===== src/rtl/ifu_fetch_queue_pkg.sv =====
// Shared defaults and queue-entry layout for the IFU fetch queue.
package ifu_fetch_queue_pkg;

    localparam int unsigned          IFQ_WIDTH    = 32;
    localparam logic [IFQ_WIDTH-1:0] IFQ_RESET_PC = 32'h8000_0000;
    localparam int unsigned          IFQ_DEPTH    = 4;

    // Queue entry is {pc, data, err}; pc sits in the MSBs.
    typedef struct packed {
        logic [IFQ_WIDTH-1:0] pc;
        logic [IFQ_WIDTH-1:0] data;
        logic                 err;
    } ifq_entry_t;

    function automatic int unsigned ifq_entry_w(input int unsigned width);
        return 2 * width + 1;
    endfunction

endpackage


===== src/rtl/ifu_fetch_queue_if.sv =====
// Instruction-memory request/response channel and decode-side instruction channel.
interface ifu_fetch_queue_if
    import ifu_fetch_queue_pkg::*;
#(
    parameter int unsigned WIDTH = IFQ_WIDTH
);

    logic             imem_req_valid;
    logic             imem_req_ready;
    logic [WIDTH-1:0] imem_req_addr;
    logic             imem_rsp_valid;
    logic [WIDTH-1:0] imem_rsp_data;
    logic             imem_rsp_err;
    logic             inst_valid;
    logic             inst_ready;
    logic [WIDTH-1:0] inst_pc;
    logic [WIDTH-1:0] inst_data;
    logic             inst_err;

    modport master (
        output imem_req_valid, imem_req_addr, inst_valid, inst_pc, inst_data, inst_err,
        input  imem_req_ready, imem_rsp_valid, imem_rsp_data, imem_rsp_err, inst_ready
    );

    modport slave (
        input  imem_req_valid, imem_req_addr, inst_valid, inst_pc, inst_data, inst_err,
        output imem_req_ready, imem_rsp_valid, imem_rsp_data, imem_rsp_err, inst_ready
    );

endinterface


===== src/rtl/ifu_sync_fifo.sv =====
// Synchronous FIFO with flush; flush beats push/pop, and push at full is taken only alongside a pop.
module ifu_sync_fifo #(
    parameter int unsigned WIDTH = 8,
    parameter int unsigned DEPTH = 4
) (
    input  logic                     clk,
    input  logic                     rst_n,
    input  logic                     flush_i,
    input  logic                     push_i,
    input  logic [WIDTH-1:0]         wdata_i,
    input  logic                     pop_i,
    output logic [WIDTH-1:0]         rdata_o,
    output logic                     full_o,
    output logic                     empty_o,
    output logic [$clog2(DEPTH):0]   count_o
);

    localparam int unsigned AW = $clog2(DEPTH);
    localparam int unsigned CW = AW + 1;

    logic [WIDTH-1:0] mem_q [DEPTH];
    logic [AW-1:0]    wr_ptr_q;
    logic [AW-1:0]    rd_ptr_q;
    logic [CW-1:0]    count_q;
    logic             do_push;
    logic             do_pop;

    assign empty_o = (count_q == '0);
    assign full_o  = (count_q == CW'(DEPTH));
    assign count_o = count_q;
    assign rdata_o = mem_q[rd_ptr_q];

    assign do_pop  = pop_i && !empty_o;
    assign do_push = push_i && (!full_o || do_pop);

    always_ff @(posedge clk) begin
        if (!rst_n) begin
            mem_q    <= '{default: '0};
            wr_ptr_q <= '0;
            rd_ptr_q <= '0;
            count_q  <= '0;
        end else if (flush_i) begin
            wr_ptr_q <= '0;
            rd_ptr_q <= '0;
            count_q  <= '0;
        end else begin
            if (do_push) begin
                mem_q[wr_ptr_q] <= wdata_i;
                wr_ptr_q        <= wr_ptr_q + AW'(1);
            end
            if (do_pop) begin
                rd_ptr_q <= rd_ptr_q + AW'(1);
            end
            count_q <= count_q + CW'(do_push) - CW'(do_pop);
        end
    end

endmodule


===== src/rtl/ifu_fetch_queue.sv =====
// Sequential instruction fetch with credit-limited requests, in-order responses,
// a DEPTH-entry instruction queue and redirect flush with stale-response dropping.
module ifu_fetch_queue
    import ifu_fetch_queue_pkg::*;
#(
    parameter int unsigned      WIDTH    = IFQ_WIDTH,
    parameter logic [WIDTH-1:0] RESET_PC = IFQ_RESET_PC,
    parameter int unsigned      DEPTH    = IFQ_DEPTH
) (
    input  logic              clk,
    input  logic              rst_n,
    input  logic              redirect_valid,
    input  logic [WIDTH-1:0]  redirect_pc,
    output logic [WIDTH-1:0]  pc_count,
    ifu_fetch_queue_if.master bus
);

    localparam int unsigned CW  = $clog2(DEPTH) + 1;
    localparam int unsigned CPW = CW + 1;
    localparam int unsigned EW  = ifq_entry_w(WIDTH);

    logic [WIDTH-1:0] fetch_pc_q, fetch_pc_d;
    logic [WIDTH-1:0] rsp_pc_q, rsp_pc_d;
    logic             req_valid_q, req_valid_d;
    logic [WIDTH-1:0] req_addr_q, req_addr_d;
    logic             req_stale_q, req_stale_d;
    logic [CW-1:0]    outs_q, outs_d;
    logic [CW-1:0]    drop_q, drop_d;

    logic             fire, held, rsp_valid, rsp_ok, rsp_drop, push, pop, credit_ok;
    logic [CW-1:0]    fifo_count, count_d;
    logic             fifo_full, fifo_empty;
    logic [EW-1:0]    fifo_wdata, fifo_rdata;
    logic [WIDTH-1:0] redirect_tgt;
    logic             unused_redirect_lsbs;

    assign redirect_tgt         = {redirect_pc[WIDTH-1:2], 2'b00};
    assign unused_redirect_lsbs = ^redirect_pc[1:0];
    assign rsp_valid            = bus.imem_rsp_valid;

    always_comb begin
        fire      = req_valid_q && bus.imem_req_ready;
        held      = req_valid_q && !bus.imem_req_ready;
        rsp_ok    = rsp_valid && (outs_q != '0);
        rsp_drop  = rsp_ok && (redirect_valid || (drop_q != '0));
        push      = rsp_ok && !rsp_drop;
        pop       = bus.inst_ready && !fifo_empty;
        outs_d    = outs_q + CW'(fire) - CW'(rsp_ok);
        count_d   = redirect_valid ? '0 : fifo_count + CW'(push) - CW'(pop);
        credit_ok = ({1'b0, outs_d} + {1'b0, count_d} + CPW'(1)) <= CPW'(DEPTH);

        drop_d     = drop_q;
        fetch_pc_d = fetch_pc_q;
        rsp_pc_d   = rsp_pc_q;
        // Kept responses are always consecutive from the last redirect target,
        // so their PC comes from a counter rather than an address FIFO.
        if (redirect_valid) begin
            drop_d     = outs_d + CW'(held);
            fetch_pc_d = redirect_tgt;
            rsp_pc_d   = redirect_tgt;
        end else begin
            if (rsp_ok && (drop_q != '0)) drop_d = drop_q - CW'(1);
            if (fire && !req_stale_q)     fetch_pc_d = fetch_pc_q + WIDTH'(4);
            if (push)                     rsp_pc_d = rsp_pc_q + WIDTH'(4);
        end

        req_valid_d = req_valid_q;
        req_addr_d  = req_addr_q;
        req_stale_d = req_stale_q;
        // A pending request stays stable; if a redirect overtakes it, it is marked
        // stale so its acceptance does not advance fetch_pc.
        if (held) begin
            if (redirect_valid) req_stale_d = 1'b1;
        end else begin
            req_valid_d = credit_ok;
            req_stale_d = 1'b0;
            if (credit_ok) req_addr_d = fetch_pc_d;
        end
    end

    always_ff @(posedge clk) begin
        if (!rst_n) begin
            fetch_pc_q  <= RESET_PC;
            rsp_pc_q    <= RESET_PC;
            req_valid_q <= 1'b0;
            req_addr_q  <= '0;
            req_stale_q <= 1'b0;
            outs_q      <= '0;
            drop_q      <= '0;
        end else begin
            fetch_pc_q  <= fetch_pc_d;
            rsp_pc_q    <= rsp_pc_d;
            req_valid_q <= req_valid_d;
            req_addr_q  <= req_addr_d;
            req_stale_q <= req_stale_d;
            outs_q      <= outs_d;
            drop_q      <= drop_d;
        end
    end

    assign fifo_wdata = {rsp_pc_q, bus.imem_rsp_data, bus.imem_rsp_err};

    ifu_sync_fifo #(
        .WIDTH (EW),
        .DEPTH (DEPTH)
    ) u_fifo (
        .clk     (clk),
        .rst_n   (rst_n),
        .flush_i (redirect_valid),
        .push_i  (push),
        .wdata_i (fifo_wdata),
        .pop_i   (pop),
        .rdata_o (fifo_rdata),
        .full_o  (fifo_full),
        .empty_o (fifo_empty),
        .count_o (fifo_count)
    );

    assign bus.imem_req_valid = req_valid_q;
    assign bus.imem_req_addr  = req_addr_q;
    assign bus.inst_valid     = !fifo_empty;
    assign {bus.inst_pc, bus.inst_data, bus.inst_err} = fifo_rdata;
    assign pc_count           = fetch_pc_q;

    a_rsp_outstanding: assert property (@(posedge clk) disable iff (!rst_n)
        rsp_valid |-> (outs_q != '0))
        else $error("ifu_fetch_queue: response with no request outstanding");

    a_no_overflow: assert property (@(posedge clk) disable iff (!rst_n)
        push |-> (!fifo_full || pop))
        else $error("ifu_fetch_queue: push into full queue");

endmodule


===== src/flat_wrapper.sv =====
// flat-port wrapper written by rule: the top's interface ports become plain ports
module ifu_fetch_queue_flat import ifu_fetch_queue_pkg::*;
#(
    parameter int unsigned      WIDTH    = IFQ_WIDTH,
    parameter logic [WIDTH-1:0] RESET_PC = IFQ_RESET_PC,
    parameter int unsigned      DEPTH    = IFQ_DEPTH
)
  (clk, rst_n, redirect_valid, redirect_pc, pc_count, bus_imem_req_valid, bus_imem_req_addr, bus_inst_valid, bus_inst_pc, bus_inst_data, bus_inst_err, bus_imem_req_ready, bus_imem_rsp_valid, bus_imem_rsp_data, bus_imem_rsp_err, bus_inst_ready);
  ifu_fetch_queue_if #(.WIDTH(WIDTH)) bus_i ();
  input  logic clk;
  input  logic rst_n;
  input  logic redirect_valid;
  input  logic [WIDTH-1:0] redirect_pc;
  output logic [WIDTH-1:0] pc_count;
  output wire logic [$bits(bus_i.imem_req_valid)-1:0] bus_imem_req_valid;
  output wire logic [$bits(bus_i.imem_req_addr)-1:0] bus_imem_req_addr;
  output wire logic [$bits(bus_i.inst_valid)-1:0] bus_inst_valid;
  output wire logic [$bits(bus_i.inst_pc)-1:0] bus_inst_pc;
  output wire logic [$bits(bus_i.inst_data)-1:0] bus_inst_data;
  output wire logic [$bits(bus_i.inst_err)-1:0] bus_inst_err;
  input wire logic [$bits(bus_i.imem_req_ready)-1:0] bus_imem_req_ready;
  input wire logic [$bits(bus_i.imem_rsp_valid)-1:0] bus_imem_rsp_valid;
  input wire logic [$bits(bus_i.imem_rsp_data)-1:0] bus_imem_rsp_data;
  input wire logic [$bits(bus_i.imem_rsp_err)-1:0] bus_imem_rsp_err;
  input wire logic [$bits(bus_i.inst_ready)-1:0] bus_inst_ready;
  assign bus_imem_req_valid = bus_i.imem_req_valid;
  assign bus_imem_req_addr = bus_i.imem_req_addr;
  assign bus_inst_valid = bus_i.inst_valid;
  assign bus_inst_pc = bus_i.inst_pc;
  assign bus_inst_data = bus_i.inst_data;
  assign bus_inst_err = bus_i.inst_err;
  assign bus_i.imem_req_ready = bus_imem_req_ready;
  assign bus_i.imem_rsp_valid = bus_imem_rsp_valid;
  assign bus_i.imem_rsp_data = bus_imem_rsp_data;
  assign bus_i.imem_rsp_err = bus_imem_rsp_err;
  assign bus_i.inst_ready = bus_inst_ready;
  ifu_fetch_queue #(.WIDTH(WIDTH), .RESET_PC(RESET_PC), .DEPTH(DEPTH)) u_core (.clk(clk), .rst_n(rst_n), .redirect_valid(redirect_valid), .redirect_pc(redirect_pc), .pc_count(pc_count), .bus(bus_i));
endmodule

===== config.mk =====
export PLATFORM = sky130hd
export DESIGN_NAME = ifu_fetch_queue_flat
export DESIGN_NICKNAME = d
export VERILOG_FILES = /design/src/rtl/ifu_fetch_queue_pkg.sv /design/src/rtl/ifu_fetch_queue_if.sv /design/src/rtl/ifu_sync_fifo.sv /design/src/rtl/ifu_fetch_queue.sv /design/src/flat_wrapper.sv
export SDC_FILE = /design/constraint.sdc
export NUM_CORES = 1
export LEC_CHECK = 0
export ABC_AREA = 1
export BUFFER_PORTS_ARGS = -buffer_cell sky130_fd_sc_hd__buf_2
export CAP_MARGIN = 20
export CORE_AREA = 3 3 192 194
export DETAILED_ROUTE_END_ITERATION = 12
export DIE_AREA = 0 0 195 197
export GPL_TIMING_DRIVEN = 1
export PLACE_DENSITY = 0.69
export SETUP_SLACK_MARGIN = 0.3
export SLEW_MARGIN = 20
export SYNTH_ARGS = -nofsm -noshare
export SYNTH_HDL_FRONTEND = slang
export SYNTH_SLANG_ARGS = --single-unit

===== constraint.sdc =====
create_clock -name clk -period 8.3 [get_ports clk]
set_input_delay 1.66 -clock clk [delete_from_list [all_inputs] [get_ports clk]]
set_output_delay 1.66 -clock clk [all_outputs]
set_load 0.1 [all_outputs]

# After elaboration in Yosys (flattened, before gate mapping)
# Cells that the tools add are included.
classes:
  add_sub_neg: 14
  multipliers: 0
  div: 0
  order_cmp: 4
  n_eq_ne: 1
  shift: 0
  n_mux: 13
  n_bitwise: 5
  n_reduce_logical: 27
ops:
  columns: ["cell", "count"]
  rows:
  - ["260-bit bitwise mux", 1]
  - ["65-bit 2-to-1 mux", 3]
  - ["65-bit binary-select mux with 2-bit select", 1]
  - ["65-bit demux with 2-bit select", 1]
  - ["32-bit 2-to-1 mux", 4]
  - ["32-bit by 3-bit adder with 32-bit output, second input constant", 2]
  - ["3-bit by 1-bit adder with 3-bit output", 4]
  - ["1-bit logical AND", 11]
  - ["3-bit 2-to-1 mux", 3]
  - ["3-bit by 1-bit subtractor with 3-bit output", 3]
  - ["3-bit >= comparator, second input constant", 2]
  - ["2-bit NOT with 3-bit output", 2]
  - ["2-bit AND reduction", 3]
  - ["3-bit nonzero test", 2]
  - ["1-bit logical NOT", 5]
  - ["2-bit by 1-bit adder with 2-bit output, second input constant", 2]
  - ["3-bit by 3-bit adder with 4-bit output", 1]
  - ["4-bit by 1-bit adder with 4-bit output, second input constant", 1]
  - ["4-bit by 3-bit <= comparator with 1-bit output, second input constant", 1]
  - ["2-bit nonzero test", 2]
  - ["3-bit == test, second input constant", 1]
  - ["3-bit logical NOT", 1]
  - ["3-bit by 1-bit less-than comparator with 1-bit output, second input constant", 1]
  - ["1-bit NOT", 3]
  - ["3 further kinds", 4]
totals:
  regBits: 371
  latch_bits: 0
  ram_bits: 0
  romBits: 0
  inputBits: 71
  word_cells: 79
  n_memories: 0

# Longest topological paths before layout
# Gate-level depths: netlist (run 1).
depth:
  word_depth: 12
  mapped_depth: 22
  ltp_nobuf: 21

# Cells and area by module
# From an unflattened synthesis (run 1), not the netlist that was laid out.
unflattened:
  cells_unflattened: 2981
  hier_area_um2: 18640.4
by_module_without_submodules:
  columns: ["mod", "instances", "cells_each", "area_per_inst_um2", "seq_area_each_um2"]
  rows:
  - ["ifu_sync_fifo", 1, 2074, 12639.6, 5345.1]
  - ["ifu_fetch_queue", 1, 907, 6000.8, 2042.0]

# Worst setup path before layout (run 1)
# No wires, ideal clock.
synth_path:
  kind: "in2reg"
  startpoint: "input redirect_valid"
  endpoint: "register u_core.req_addr_q[28], in the netlist u_core.bus.imem_req_addr[28]"
  setup_time_ps: 75
  arrival_ps: 4385
  required_ps: 8225
  setup_slack_ps: 3840
  cell_stages: 16
  path_cell_list: "buf_2 -> nor2_4 -> inv_1 -> ha_1 -> inv_1 -> ha_1 -> fa_1 -> o21ai_0 -> a21oi_1 -> ha_1 -> o22ai_1 -> nand2_1 -> nor2_1 -> clkbuf_1 -> o21ai_0 -> a31oi_1"
synth_between:
  elab_chain_len: 11
synth_lines:
  columns: ["element", "line_no", "rtl"]
  rows:
  - ["start: declaration", "flat_wrapper.sv:12", "input logic redirect_valid;"]
  - ["1-bit logical OR", "ifu_fetch_queue.sv:45", "rsp_drop = rsp_ok && (redirect_valid || (drop_q != '0));"]
  - ["1-bit logical AND", "ifu_fetch_queue.sv:45", null]
  - ["1-bit logical NOT", "ifu_fetch_queue.sv:46", "push = rsp_ok && !rsp_drop;"]
  - ["1-bit logical AND", "ifu_fetch_queue.sv:46", null]
  - ["3-bit by 1-bit adder with 3-bit output", "ifu_fetch_queue.sv:49", "count_d = redirect_valid ? '0 : fifo_count + CW'(push) - CW'(pop);"]
  - ["3-bit by 1-bit subtractor with 3-bit output", "ifu_fetch_queue.sv:49", null]
  - ["3-bit 2-to-1 mux", "ifu_fetch_queue.sv:49", null]
  - ["3-bit by 3-bit adder with 4-bit output", "ifu_fetch_queue.sv:50", "credit_ok = ({1'b0, outs_d} + {1'b0, count_d} + CPW'(1)) <= CPW'(DEPTH);"]
  - ["4-bit by 1-bit adder with 4-bit output", "ifu_fetch_queue.sv:50", null]
  - ["4-bit by 3-bit <= comparator with 1-bit output", "ifu_fetch_queue.sv:50", null]
  - ["2-bit AND reduction (no line)", null, null]
  - ["end signal: assignment", "ifu_fetch_queue.sv:94", "req_addr_q <= req_addr_d;"]
  - ["end: declaration", "ifu_fetch_queue.sv:25", "logic [WIDTH-1:0] req_addr_q, req_addr_d;"]
# Parallel ways exist; a longest one is shown, timed or not.
# A chain may end at the register's enable or synchronous reset.

# Worst setup path in the final report (run 1)
layout_path:
  startpoint: "register u_core.u_fifo.rd_ptr_q[0]"
  endpoint: "output bus_inst_pc[4]"
layout_between:
  elab_chain_len: 4
layout_lines:
  columns: ["element", "line_no", "rtl"]
  rows:
  - ["start: declaration", "ifu_sync_fifo.sv:23", "logic [AW-1:0] rd_ptr_q;"]
  - ["start signal: assignment", "ifu_sync_fifo.sv:52", "rd_ptr_q <= rd_ptr_q + AW'(1);"]
  - ["2-bit NOT with 3-bit output (not written as such)", "ifu_sync_fifo.sv:31", "assign rdata_o = mem_q[rd_ptr_q];"]
  - ["65-bit binary-select mux with 2-bit select", "ifu_sync_fifo.sv:31", null]
  - ["65-bit 2-to-1 mux (not written as such) (2 in a row)", "ifu_sync_fifo.sv:31", null]
  - ["end: declaration", "flat_wrapper.sv:18", "output wire logic [$bits(bus_i.inst_pc)-1:0] bus_inst_pc;"]
# Every way passes these cells. The select of a mux whose other input is x is not followed.

==> impl_metrics.sql, run 1 <==
INSERT INTO impl_metrics (metric_group, metric, value, unit) VALUES
('status', 'result_of_the_run', 'finished clean', ''),
('setup_path', 'worst_path_maximum_fanout', '84', ''),
('timing', 'finalWorstPathRequiredPeriod', '5030', 'ps'),
('power', 'net-switching-power', '2170', 'uW'),
('timing', 'clock-skew-final', '8.85', 'ps'),
('floorplanning', 'design.die.area', '38400', 'um2'),
('power', 'sw_frac_of_total', '0.405', ''),
('job', 'cap_violations', '0', ''),
('setup_path', 'timing.critical_path.to_type', 'output port', ''),
('grt', 'grt_pass1_vias', '16000', ''),
('logic_synthesis', 'sequential_share_of_the_synthesized_area', '0.413', ''),
('clock_network', 'clk_pin_slew_worst_paths', '60', 'ps'),
('timing', 'final.setup.tns', '0', 'ps'),
('setup_path', 'cp_num_buf_inv', '3', ''),
('setup_path', 'regToRegEndpoint', 'u_core.bus.imem_req_addr[19]', ''),
('setup_path', 'cpLargestDelayFamily', 'buffers and inverters', ''),
('cells_and_area', 'postLayoutCoreUtil', '0.548', ''),
('grt', 'track_usage', '0.266', ''),
('power', 'pwr-share-comb', '0.304', ''),
('hold_path', 'worst_hold_path.endpoint', 'u_core.bus.imem_req_addr[11]', ''),
('logic_synthesis', 'asyncSetResetFlopFracSynth', '0', ''),
('setup_path', 'worst-endpoint-required', '6640', 'ps'),
('clock_network', 'post_cts_resize_count', '0', ''),
('power', 'internal_power', '3190', 'uW'),
('cells_and_area', 'num_antenna_cells', '0', ''),
('clock_network', 'clockRootBuffer', 'clkbuf_16', ''),
('setup_path', 'worstSetupStartpointType', 'register', ''),
('cells_and_area', 'filler_cell_count', '3447', ''),
('setup_path', 'critical_path.reg2reg.startpoint', 'u_core.drop_q[0]', ''),
('floorplanning', 'placeableCoreArea', '35400', 'um2'),
('timing', 'min_period_over_period', '0.607', ''),
('place', 'post-dp-hpwl', '31.1', 'mm'),
('timing', 'unrepaired_setup_endpoints_after_global_routing', 'false', ''),
('logic_synthesis', 'synth_enable_flop_cells', '0', ''),
('timing', 'whs', '450', 'ps'),
('routing', 'drc_violations', '0', ''),
('cells_and_area', 'layout-area-overhead-vs-synth', '10.9', '%'),
('setup_path', 'path_cells', 'clkinv_2 -> buf_4 -> o21ai_0 -> o22ai_1 -> buf_2', ''),
('routing', 'drt_first_pass_iters', '5', ''),
('routing', 'avgRoutedWirePerCell', '17.8', 'um'),
('routing', 'initialDrtViolationCount', '1739', ''),
('timing', 'setup-violations-final', '0', ''),
('place', 'placement.io_buffers', '197', ''),
('hold_path', 'hp-start', 'u_core.bus.imem_req_addr[11]', ''),
('logic_synthesis', 'netlist_area', '17500', 'um2'),
('floorplanning', 'initial_core_util', '0.494', ''),
('timing', 'timing.final.hold_violations', '0', ''),
('grt', 'grt_antenna_before_repair', '0', ''),
('logic_synthesis', 'synth_cell_type_count', '44', ''),
('grt', 'pin_count_of_the_biggest_net_entering_global_routing', '215', ''),
('setup_path', 'reg2reg_setup_slack', '4310', 'ps'),
('setup_path', 'reg2reg_depth', '19', ''),
('timing', 'final_critical_path_setup_slack', '3270', 'ps'),
('logic_synthesis', 'ys_dominant_reg_cell', 'dfxtp_1', ''),
('power', 'p_leak', '0.00746', 'uW'),
('floorplanning', 'ioPinCount', '202', ''),
('power', 'clock_power_share', '0.327', ''),
('logic_synthesis', 'postSynthAreaPerCell', '7.20', 'um2'),
('floorplanning', 'die_h', '197', 'um'),
('clock_network', 'cts_setup_buffers', '0', ''),
('place', 'gp_congestion', '0.927', ''),
('floorplanning', 'dieWidth', '195', 'um'),
('setup_path', 'timing.critical_path.arrival', '3370', 'ps'),
('clock_network', 'cts_tree', 'yes', ''),
('grt', 'grt_remaining_overflow', '0', ''),
('hold_path', 'hold_class', 'register to register', ''),
('routing', 'vias', '17100', ''),
('logic_synthesis', 'yosys_warnings', '0', ''),
('timing', 'max_freq', '199', 'MHz'),
('routing', 'post_dr_vias_cell', '5.73', ''),
('setup_path', 'cpMaxStageDelayCell', 'buf_4', '');
-- per-layer routing --
layer / vias to the layer above / wire length, um / share of wire / track usage
met1: 8072 / 22500 / 0.42 / 0.354
li1: 8218 / - / - / -
met3: 91 / 3950 / 0.074 / 0.0362
met5: - / 0 / 0 / 0
met2: 677 / 25300 / 0.48 / 0.454
met4: 0 / 1280 / 0.024 / 0.0784
-- worst reg2reg max path, stage by stage, from the launching register on --
cell and delay (ps):
dfxtp_1 310, inv_1 70, ha_1 210, nand4_4 160, nor2_4 220, inv_1 140
ha_1 300, inv_1 40, ha_1 180, fa_1 380, o21ai_0 210, a21oi_1 60
ha_1 290, o22ai_1 170, nand2_1 120, nor2_1 140, nand2_1 260, inv_1 480
nand2_1 120, nand2_1 70
-- sequential cells by signal (all words and copies together), names as in the netlist --
| signal | count |
|---|---|
| u_core.drop_q | 3 |
| u_core.u_fifo.mem_q | 252 |
| u_core.pc_count | 32 |
| u_core.u_fifo.wr_ptr_q | 2 |
| u_core.u_fifo.count_o | 3 |
| u_core.bus.imem_req_addr | 32 |
| u_core.rsp_pc_q | 30 |
| u_core.bus.imem_req_valid | 1 |
| u_core.u_fifo.rd_ptr_q | 2 |
| u_core.req_stale_q | 1 |
| u_core.outs_q | 3 |
-- cell type report --
cell class              instances  area [um2]  share of cell area
repair buffers                213        1120              0.0577
flip-flops and latches        361        7230               0.373
clock inverters                 8        92.6             0.00477
well taps                     461         577              0.0297
inverters                     116         449              0.0232
clock buffers                  63        1200              0.0618
multi-input cells            1753        8730               0.450
-- worst max path at each step --
stage	from	end	slack [ps]	depth (start not counted)
after floorplan	redirect_valid	u_core.bus.imem_req_addr[28]	3840	16
after detailed placement	redirect_valid	u_core.bus.imem_req_addr[11]	2940	18
after global routing	u_core.u_fifo.rd_ptr_q[0]	bus_inst_data[6]	3110	5
after global placement	redirect_valid	u_core.bus.imem_req_addr[29]	3010	19
after CTS	u_core.u_fifo.rd_ptr_q[0]	bus_inst_pc[4]	3220	5
final	u_core.u_fifo.rd_ptr_q[0]	bus_inst_pc[4]	3270	5
-- synthesized netlist by cell type, types with 4 or more instances --
master / instances / area, um2
xor2_1: 12 / 105
buf_1: 12 / 45.0
nand3_1: 318 / 1590
buf_6: 21 / 236
nor3_1: 4 / 20.0
clkbuf_1: 112 / 420
nor2_1: 229 / 860
inv_1: 110 / 413
ha_1: 19 / 238
o22ai_1: 65 / 407
nor2_2: 4 / 25.0
o21bai_1: 8 / 60.1
buf_12: 7 / 140
a31oi_1: 13 / 81.3
nand2_1: 470 / 1760
a21oi_1: 251 / 1260
nand2_2: 64 / 400
buf_4: 15 / 113
a21oi_2: 60 / 526
dfxtp_1: 361 / 7230
or2_2: 8 / 50.1
nand4_1: 11 / 68.8
o21ai_0: 186 / 931
buf_2: 32 / 160
-- per-stage QoR --
| stage | area [um2] | total power, uW | instances |
|---|---|---|---|
| finish | 19400 | 5360 | 2975 |
| CTS | 19400 | 5400 | 2975 |
| global placement | 18100 | 3620 | 2904 |
| floorplan | 17500 | 3340 | 2429 |
| global route | 19400 | 5580 | 2975 |
| detailed placement | 18100 | 3640 | 2904 |
-- cells by family (layout without fill, tap and decap cells) --
| logic type | after synthesis | in the layout | synth area share |
|---|---|---|---|
| and+or+nand+nor | 1120 | 1120 | 0.282 |
| AOI/OAI and AO/OA | 595 | 595 | 0.191 |
| DFF | 361 | 361 | 0.413 |
| buffers and inverters | 315 | 400 | 0.0888 |
| adders and majority gates | 22 | 22 | 0.0170 |
| xor gates and xnor gates | 14 | 14 | 0.00701 |
| other | 1 | 2 | 0.000214 |
-- layout by cell type, fill, tap and decap left out, drive strengths merged, types with 2 or more instances in the layout --
cell and n:
fa 3, buf 213, nand3b 3, dfxtp 361
nand2 538, or2 8, o21ai 187, nand3 319
o21bai 8, nor3 4, a21o 3, xor2 12
nor2 236, o22ai 65, inv 113, clkbuf 63
bufinv 2, a31oi 13, clkinv 8, conb 2
xnor2 2, o211ai 3, nand4 12, ha 19
a21oi 311
-- power by group through the flow --
stage,Combinational (uW),Sequential (uW),Clock [uW]
2_1_floorplan,788,2550,0
3_3_place_gp,1610,2010,0
3_5_place_dp,1630,2010,0
4_1_cts,1630,1980,1780
5_1_grt,1740,1990,1850
6_report,1630,1980,1750
Note: power is estimated with default switching activity, not from simulation.
==> run 2: changes to the inputs <==
--- a/config.mk
+++ b/config.mk
@@ -5,14 +5,14 @@
 export SDC_FILE = /design/constraint.sdc
 export NUM_CORES = 1
 export LEC_CHECK = 0
-export ABC_AREA = 1
+export ABC_AREA = 0
 export BUFFER_PORTS_ARGS = -buffer_cell sky130_fd_sc_hd__buf_2
 export CAP_MARGIN = 20
-export CORE_AREA = 3 3 192 194
+export CORE_AREA = 3 3 181 183
 export DETAILED_ROUTE_END_ITERATION = 12
-export DIE_AREA = 0 0 195 197
+export DIE_AREA = 0 0 184 186
 export GPL_TIMING_DRIVEN = 1
-export PLACE_DENSITY = 0.69
+export PLACE_DENSITY = 0.7
 export SETUP_SLACK_MARGIN = 0.3
 export SLEW_MARGIN = 20
 export SYNTH_ARGS = -nofsm -noshare
==> constraint.sdc (replaced) <==
create_clock -name clk -period 4.8 [get_ports clk]
set_input_delay 0.96 -clock clk [delete_from_list [all_inputs] [get_ports clk]]
set_output_delay 0.96 -clock clk [all_outputs]
set_load 0.1 [all_outputs]
==> impl_metrics.sql, run 2 <==
INSERT INTO impl_metrics (metric_group, metric, value, unit) VALUES
('status', 'result_of_the_run', 'finished clean', ''),
('setup_path', 'worst_path_maximum_fanout', '44', ''),
('cells_and_area', 'layout_common_cells', 'nand2_1, dfxtp_1, a21oi_1', ''),
('power', 'internal_power', '5600', 'uW'),
('timing', 'final.setup.tns', '0', 'ps'),
('grt', 'track_usage', '0.240', ''),
('place', 'gp_congestion', '0.809', ''),
('logic_synthesis', 'synth_top_cell_by_area', 'dfxtp_1', ''),
('clock_network', 'clk_pin_slew_worst_paths', '60', 'ps'),
('power', 'pwr-share-comb', '0.287', ''),
('cells_and_area', 'finish.instance_area', '18100', 'um2'),
('floorplanning', 'placeableCoreArea', '31400', 'um2'),
('setup_path', 'path_cells', 'nor3_2 -> nor2b_1 -> ha_1 -> inv_1 -> ha_1 -> fa_1 -> xnor2_1 -> xnor2_1 -> ha_1 -> a211oi_1 -> o211ai_1 -> buf_4 -> and3_1 -> a21o_1', ''),
('power', 'power.density', '496', 'nW/um2'),
('logic_synthesis', 'synth.ff_latch_count', '361', ''),
('floorplanning', 'die_h', '186', 'um'),
('setup_path', 'timing_worst_setup_path_type', 'register to register', ''),
('grt', 'pin_count_of_the_biggest_net_entering_global_routing', '91', ''),
('timing', 'min_period_over_period', '0.815', ''),
('cells_and_area', 'mostFrequentLayoutCell', 'nand2_1', ''),
('routing', 'total_detailed_routing_wirelength', '42.3', 'mm'),
('setup_path', 'timing.critical_path.to_type', 'register', ''),
('place', 'post-dp-hpwl', '26.4', 'mm'),
('power', 'vdd.ir_drop.worst', '0.434', 'mV'),
('setup_path', 'worstSetupStartpointType', 'register', ''),
('power', 'sw_frac_of_total', '0.375', ''),
('grt', 'grt_util_met1', '0.322', ''),
('timing', 'worst-slew-pin-transition', '935', 'ps'),
('cells_and_area', 'layout-area-overhead-vs-synth', '16.2', '%'),
('clock_network', 'post_cts_resize_count', '0', ''),
('logic_synthesis', 'postSynthAreaPerCell', '8.47', 'um2'),
('logic_synthesis', 'yosysMostFrequentCell', 'nand2_1', ''),
('power', 'power.sequential.fraction', '0.377', ''),
('clock_network', 'cts_tree', 'yes', ''),
('routing', 'post_dr_vias_cell', '5.59', ''),
('timing', 'unrepaired_setup_endpoints_after_global_routing', 'false', ''),
('timing', 'drv_slew', '0', ''),
('routing', 'ant_nets', '0', ''),
('logic_synthesis', 'synth_cell_type_count', '54', ''),
('grt', 'grt_remaining_overflow', '0', ''),
('clock_network', 'clkLatencyLatePin', '530', 'ps'),
('power', 'p_leak', '0.00659', 'uW'),
('clock_network', 'hold_buffers', '0', ''),
('timing', 'timing.final.hold_violations', '0', ''),
('logic_synthesis', 'yosys-top-cells-area', 'dfxtp_1, nand2_1, a21oi_1', ''),
('logic_synthesis', 'netlist_area', '15500', 'um2'),
('grt', 'first_pass_grt_wire_length', '67.0', 'mm'),
('grt', 'grt_antenna_before_repair', '2', ''),
('clock_network', 'cts.sink_count', '361', ''),
('power', 'clock_power_share', '0.337', ''),
('logic_synthesis', 'synth_cells', '1834', ''),
('setup_path', 'timing.critical_path.mode_cell', 'ha_1', ''),
('timing', 'slew-limit-headroom', '0.374', ''),
('logic_synthesis', 'synthTopCellsByCount', 'nand2_1, dfxtp_1, a21oi_1', ''),
('grt', 'groute.layer.met2.usage', '0.403', ''),
('clock_network', 'clockBufferDepth', '3', ''),
('floorplanning', 'initial_core_util', '0.495', ''),
('floorplanning', 'placementRows', '65', ''),
('floorplanning', 'dieWidth', '184', 'um'),
('clock_network', 'clockRootBuffer', 'clkbuf_16', ''),
('routing', 'vias', '13400', ''),
('routing', 'initialDrtViolationCount', '944', ''),
('grt', 'gr-max-usage-layer', 'met2', ''),
('grt', 'grt_pass1_vias', '12900', ''),
('power', 'net-switching-power', '3370', 'uW'),
('floorplanning', 'design.die.area', '34200', 'um2'),
('setup_path', 'timing.critical_path.arrival', '4340', 'ps'),
('place', 'post_dp_cell_area', '16800', 'um2'),
('timing', 'setup-violations-final', '0', ''),
('timing', 'finalWorstPathRequiredPeriod', '3910', 'ps'),
('logic_synthesis', 'yosysTopAreaCellShare', '0.465', ''),
('logic_synthesis', 'synth_enable_flop_cells', '0', ''),
('timing', 'max_freq', '256', 'MHz'),
('clock_network', 'cts_max_level', '2', ''),
('cells_and_area', 'largest_reg_flops', '252', ''),
('cells_and_area', 'max_flop_register', 'u_core.u_fifo.mem_q', ''),
('setup_path', 'cp_num_buf_inv', '2', ''),
('setup_path', 'max_stage_delay', '530', 'ps'),
('cells_and_area', 'fin_nets', '2048', ''),
('hold_path', 'hold_class', 'register to register', ''),
('routing', 'avgRoutedWirePerCell', '17.7', 'um'),
('job', 'cap_violations', '0', ''),
('grt', 'grtUsageMet3', '0.0397', ''),
('timing', 'clock-skew-final', '25.7', 'ps'),
('place', 'placement.io_buffers', '197', ''),
('logic_synthesis', 'ys_dominant_reg_cell', 'dfxtp_1', ''),
('logic_synthesis', 'yosys_warnings', '0', ''),
('routing', 'drc_violations', '0', ''),
('setup_path', 'cpMaxStageDelayCell', 'nor3_2', ''),
('clock_network', 'cts_inserted_buffers', '39', ''),
('cells_and_area', 'drive_above_1_share', '0.188', ''),
('setup_path', 'cpLargestDelayFamily', 'adder cells', ''),
('logic_synthesis', 'asyncSetResetFlopFracSynth', '0', ''),
('floorplanning', 'ioPinCount', '202', ''),
('logic_synthesis', 'sequential_share_of_the_synthesized_area', '0.465', ''),
('routing', 'drt_first_pass_iters', '5', ''),
('clock_network', 'cts_setup_buffers', '0', ''),
('setup_path', 'worst-endpoint-required', '5230', 'ps');
-- run 2: cell count changes after synthesis, moves of 60 or more --
cell / before / now
o22ai_1: 65 / 0
o21ai_0: 186 / 35
inv_1: 110 / 25
a21oi_2: 60 / 0
nand3_1: 318 / 40
nor2_1: 229 / 51
nand2_1: 470 / 558
mux4_2: 0 / 63
nand2_2: 64 / 0
-- run 2: path summary, 6_finish.rpt --
check,slack [ps],start,depth (start not counted),endpoint
hold reg to reg,450,u_core.u_fifo.mem_q[132],2,u_core.u_fifo.mem_q[132]
hold / removal,450,u_core.u_fifo.mem_q[132],2,u_core.u_fifo.mem_q[132]
setup reg to reg,890,u_core.outs_q[1],14,u_core.bus.imem_req_addr[21]
setup / recovery,890,u_core.outs_q[1],14,u_core.bus.imem_req_addr[21]
-- run 2: stage by stage --
step | total power (uW) | utilization | hold slack [ps] | std cells | setup WS (ps)
after detailed placement | 6010 | 0.534 | 444 | 2316 | 540
after global routing | 9370 | 0.575 | 464 | 2388 | 610
final | 8970 | 0.575 | 452 | 2388 | 886
after floorplan | 5460 | - | 433 | 1835 | 617
after CTS | 9020 | 0.575 | 452 | 2387 | 880
after global placement | 5960 | 0.534 | 438 | 2316 | 617
-- run 2: final cells by class --
| cell class | count | area, um2 |
|---|---|---|
| fill | 2843 | 13300 |
| multi-input combinational | 1304 | 7650 |
| sequential | 361 | 7230 |
| timing repair buffer | 222 | 1260 |
| clock buffer | 58 | 1180 |
| tap | 402 | 503 |
| clock inverter | 13 | 130 |
| inverter | 27 | 106 |
| antenna | 1 | 2.50 |
-- run 2: metal layers --
metal,part of all wire,vias up
li1,-,6496
met1,0.44,6362
met2,0.48,442
met3,0.067,54
met4,0.019,2
met5,0.00031,-
-- run 2: worst reg2reg max path: stages (launching register included) --
cell and delay (ps):
dfxtp_1 320, nor3_2 530, nor2b_1 110, ha_1 290, inv_1 40, ha_1 200
fa_1 380, xnor2_1 140, xnor2_1 300, ha_1 310, a211oi_1 350, o211ai_1 150
buf_4 290, and3_1 250, a21o_1 140
-- run 2: logic make-up after synthesis --
| group | share of synthesized area |
|---|---|
| flops | 0.465 |
| buf+inv | 0.0443 |
| compound gates | 0.134 |
| simple gates | 0.218 |
| fa+ha+maj | 0.0192 |
| mux | 0.0955 |
| other cells | 0.000241 |
| xor+xnor | 0.0242 |
-- run 2: power by group through the flow --
stage | clock, uW | sequential (uW) | combinational (uW)
after floorplan | 0 | 4070 | 1390
after global placement | 0 | 3430 | 2530
after detailed placement | 0 | 3430 | 2570
after CTS | 3070 | 3370 | 2580
after global routing | 3210 | 3400 | 2760
final | 3020 | 3380 | 2570
==> run 3: changes to the inputs <==
--- a/config.mk
+++ b/config.mk
@@ -12,7 +12,7 @@
 export DETAILED_ROUTE_END_ITERATION = 12
 export DIE_AREA = 0 0 184 186
 export GPL_TIMING_DRIVEN = 1
-export PLACE_DENSITY = 0.7
+export PLACE_DENSITY = 0.72
 export SETUP_SLACK_MARGIN = 0.3
 export SLEW_MARGIN = 20
 export SYNTH_ARGS = -nofsm -noshare
==> constraint.sdc (replaced) <==
create_clock -name clk -period 3.5 [get_ports clk]
set_input_delay 0.7 -clock clk [delete_from_list [all_inputs] [get_ports clk]]
set_output_delay 0.7 -clock clk [all_outputs]
set_load 0.1 [all_outputs]
==> impl_metrics.sql, run 3 (synthesized netlist as in run 2, its figures left out) <==
INSERT INTO impl_metrics (metric_group, metric, value, unit) VALUES
('setup_path', 'timing.critical_path.to_type', 'register', ''),
('setup_path', 'timing_worst_setup_path_type', 'register to register', ''),
('floorplanning', 'dieWidth', '184', 'um'),
('cells_and_area', 'max_flop_register', 'u_core.u_fifo.mem_q', ''),
('clock_network', 'clockRootBuffer', 'clkbuf_16', ''),
('setup_path', 'max_stage_delay', '510', 'ps'),
('floorplanning', 'ioPinCount', '202', ''),
('cells_and_area', 'filler_cell_count', '2761', ''),
('timing', 'finalWorstPathRequiredPeriod', '3360', 'ps'),
('clock_network', 'cts_max_level', '2', ''),
('routing', 'total_detailed_routing_wirelength', '43.5', 'mm'),
('cells_and_area', 'layout-area-overhead-vs-synth', '19.7', '%'),
('power', 'p_leak', '0.00679', 'uW'),
('floorplanning', 'placementRows', '65', ''),
('grt', 'first_pass_grt_wire_length', '68.3', 'mm'),
('setup_path', 'path_cells', 'inv_2 -> ha_4 -> nand3b_1 -> nor2_2 -> nand2_1 -> ha_1 -> inv_1 -> ha_2 -> fa_2 -> nor2b_1 -> ha_2 -> a211oi_2 -> o211ai_1 -> buf_6 -> buf_12 -> o31ai_4', ''),
('status', 'result_of_the_run', 'finished clean', ''),
('setup_path', 'worst-endpoint-required', '3930', 'ps'),
('timing', 'slew-limit-headroom', '0.403', ''),
('clock_network', 'hold_buffers', '0', ''),
('clock_network', 'clk_pin_slew_worst_paths', '60', 'ps'),
('setup_path', 'worstSetupStartpointType', 'register', ''),
('clock_network', 'clkLatencyLatePin', '530', 'ps'),
('timing', 'min_period_over_period', '0.961', ''),
('power', 'vdd.ir_drop.worst', '0.833', 'mV'),
('timing', 'timing.final.hold_violations', '0', ''),
('floorplanning', 'die_h', '186', 'um'),
('routing', 'post_dr_vias_cell', '5.68', ''),
('grt', 'track_usage', '0.244', ''),
('grt', 'grt_antenna_before_repair', '2', ''),
('setup_path', 'timing.critical_path.mode_cell', 'ha_2', ''),
('routing', 'initialDrtViolationCount', '1046', ''),
('routing', 'ant_nets', '0', ''),
('setup_path', 'timing.critical_path.arrival', '3800', 'ps'),
('timing', 'max_freq', '297', 'MHz'),
('timing', 'unrepaired_setup_endpoints_after_global_routing', 'true', ''),
('cells_and_area', 'largest_reg_flops', '252', ''),
('grt', 'pin_count_of_the_biggest_net_entering_global_routing', '159', ''),
('routing', 'drc_violations', '0', ''),
('place', 'placement.io_buffers', '197', ''),
('clock_network', 'clockBufferDepth', '3', ''),
('floorplanning', 'placeableCoreArea', '31400', 'um2'),
('place', 'gp_congestion', '0.832', ''),
('power', 'power.density', '710', 'nW/um2'),
('setup_path', 'cpMaxStageDelayCell', 'fa_2', ''),
('timing', 'final_critical_path_setup_slack', '138', 'ps'),
('clock_network', 'cts_inserted_buffers', '39', ''),
('grt', 'grt_remaining_overflow', '0', ''),
('clock_network', 'cts.sink_count', '361', ''),
('hold_path', 'hold_class', 'input port to register', ''),
('floorplanning', 'design.die.area', '34200', 'um2'),
('setup_path', 'worst_path_maximum_fanout', '14', ''),
('clock_network', 'cts_tree', 'yes', ''),
('timing', 'worst-slew-pin-transition', '885', 'ps'),
('place', 'place_worst_setup_slack', '-151', 'ps'),
('cells_and_area', 'layout_common_cells', 'nand2_1, dfxtp_1, a21oi_1', ''),
('routing', 'avgRoutedWirePerCell', '18.0', 'um'),
('cells_and_area', 'fin_nets', '2073', ''),
('cells_and_area', 'drive_above_1_share', '0.217', ''),
('cells_and_area', 'mostFrequentLayoutCell', 'nand2_1', ''),
('timing', 'drv_slew', '0', ''),
('routing', 'vias', '13700', ''),
('grt', 'grt_pass1_vias', '13200', ''),
('floorplanning', 'initial_core_util', '0.495', ''),
('job', 'cap_violations', '0', ''),
('timing', 'clock-skew-final', '26.2', 'ps'),
('routing', 'drt_first_pass_iters', '7', ''),
('place', 'post-dp-hpwl', '27.2', 'mm'),
('timing', 'setup-violations-final', '0', ''),
('timing', 'whs', '435', 'ps');
-- run 3: layer usage --
metal  wire [um]  vias up  GRT usage
met5           7        -          0
met4         715        2     0.0659
met3        3180       55     0.0444
met2       20900      511      0.408
met1       18600     6575      0.327
li1            -     6548          -
-- run 3: final timing paths --
check	from	end	slack, ps	cells after the start
worst max register to register	u_core.drop_q[1]	u_core.bus.imem_req_addr[24]	140	16
worst max-delay path	u_core.drop_q[1]	u_core.bus.imem_req_addr[24]	140	16
worst min register to register	u_core.u_fifo.mem_q[41]	u_core.u_fifo.mem_q[41]	450	2
worst min-delay path	bus_imem_rsp_data[26]	u_core.u_fifo.mem_q[92]	430	3
-- run 3: power breakdown --
group	internal [uW]	leakage [uW]	switching [uW]
clock	2440	0.000630	1670
sequential	4400	0.00293	244
combinational	1390	0.00322	3070
-- run 3: layout make-up --
class	instances	area (um2)	area share
inverters	27	108	0.00579
clock inverters	11	123	0.00659
diodes	1	2.50	0.000135
well taps	402	503	0.0270
clock buffers	57	1150	0.0621
multi-input cells	1304	7870	0.423
flip-flops and latches	361	7230	0.389
repair buffers	247	1600	0.0862
-- run 3: what timing repair did --
action                                  CTS  global route
setup buffers                             3             2
endpoints found under the setup margin   32            34
gates resized for setup                  23            28
pin swaps                                 7             7
gates cloned                              0             2
-- run 3: stage by stage --
stage	power (uW)	cells	util	instance area [um2]	TNS, ps
after detailed placement	8580	2334	0.541	17000	-2760
final	13200	2410	0.592	18600	0
after global routing	13700	2410	0.592	18600	-1270
after CTS	12800	2405	0.586	18400	0
after global placement	8490	2334	0.541	17000	-1100
after floorplan	7590	1835	-	15600	-180
-- run 3: worst max-delay path, delay by kind of cell (launching register included) --
family	cells	cell delay, ps
flip-flops	1	320
buffers and inverters	4	450
AND/OR/NAND/NOR	4	490
AO/OA/AOI/OAI	3	630
adder cells (fa/ha/maj)	5	1380
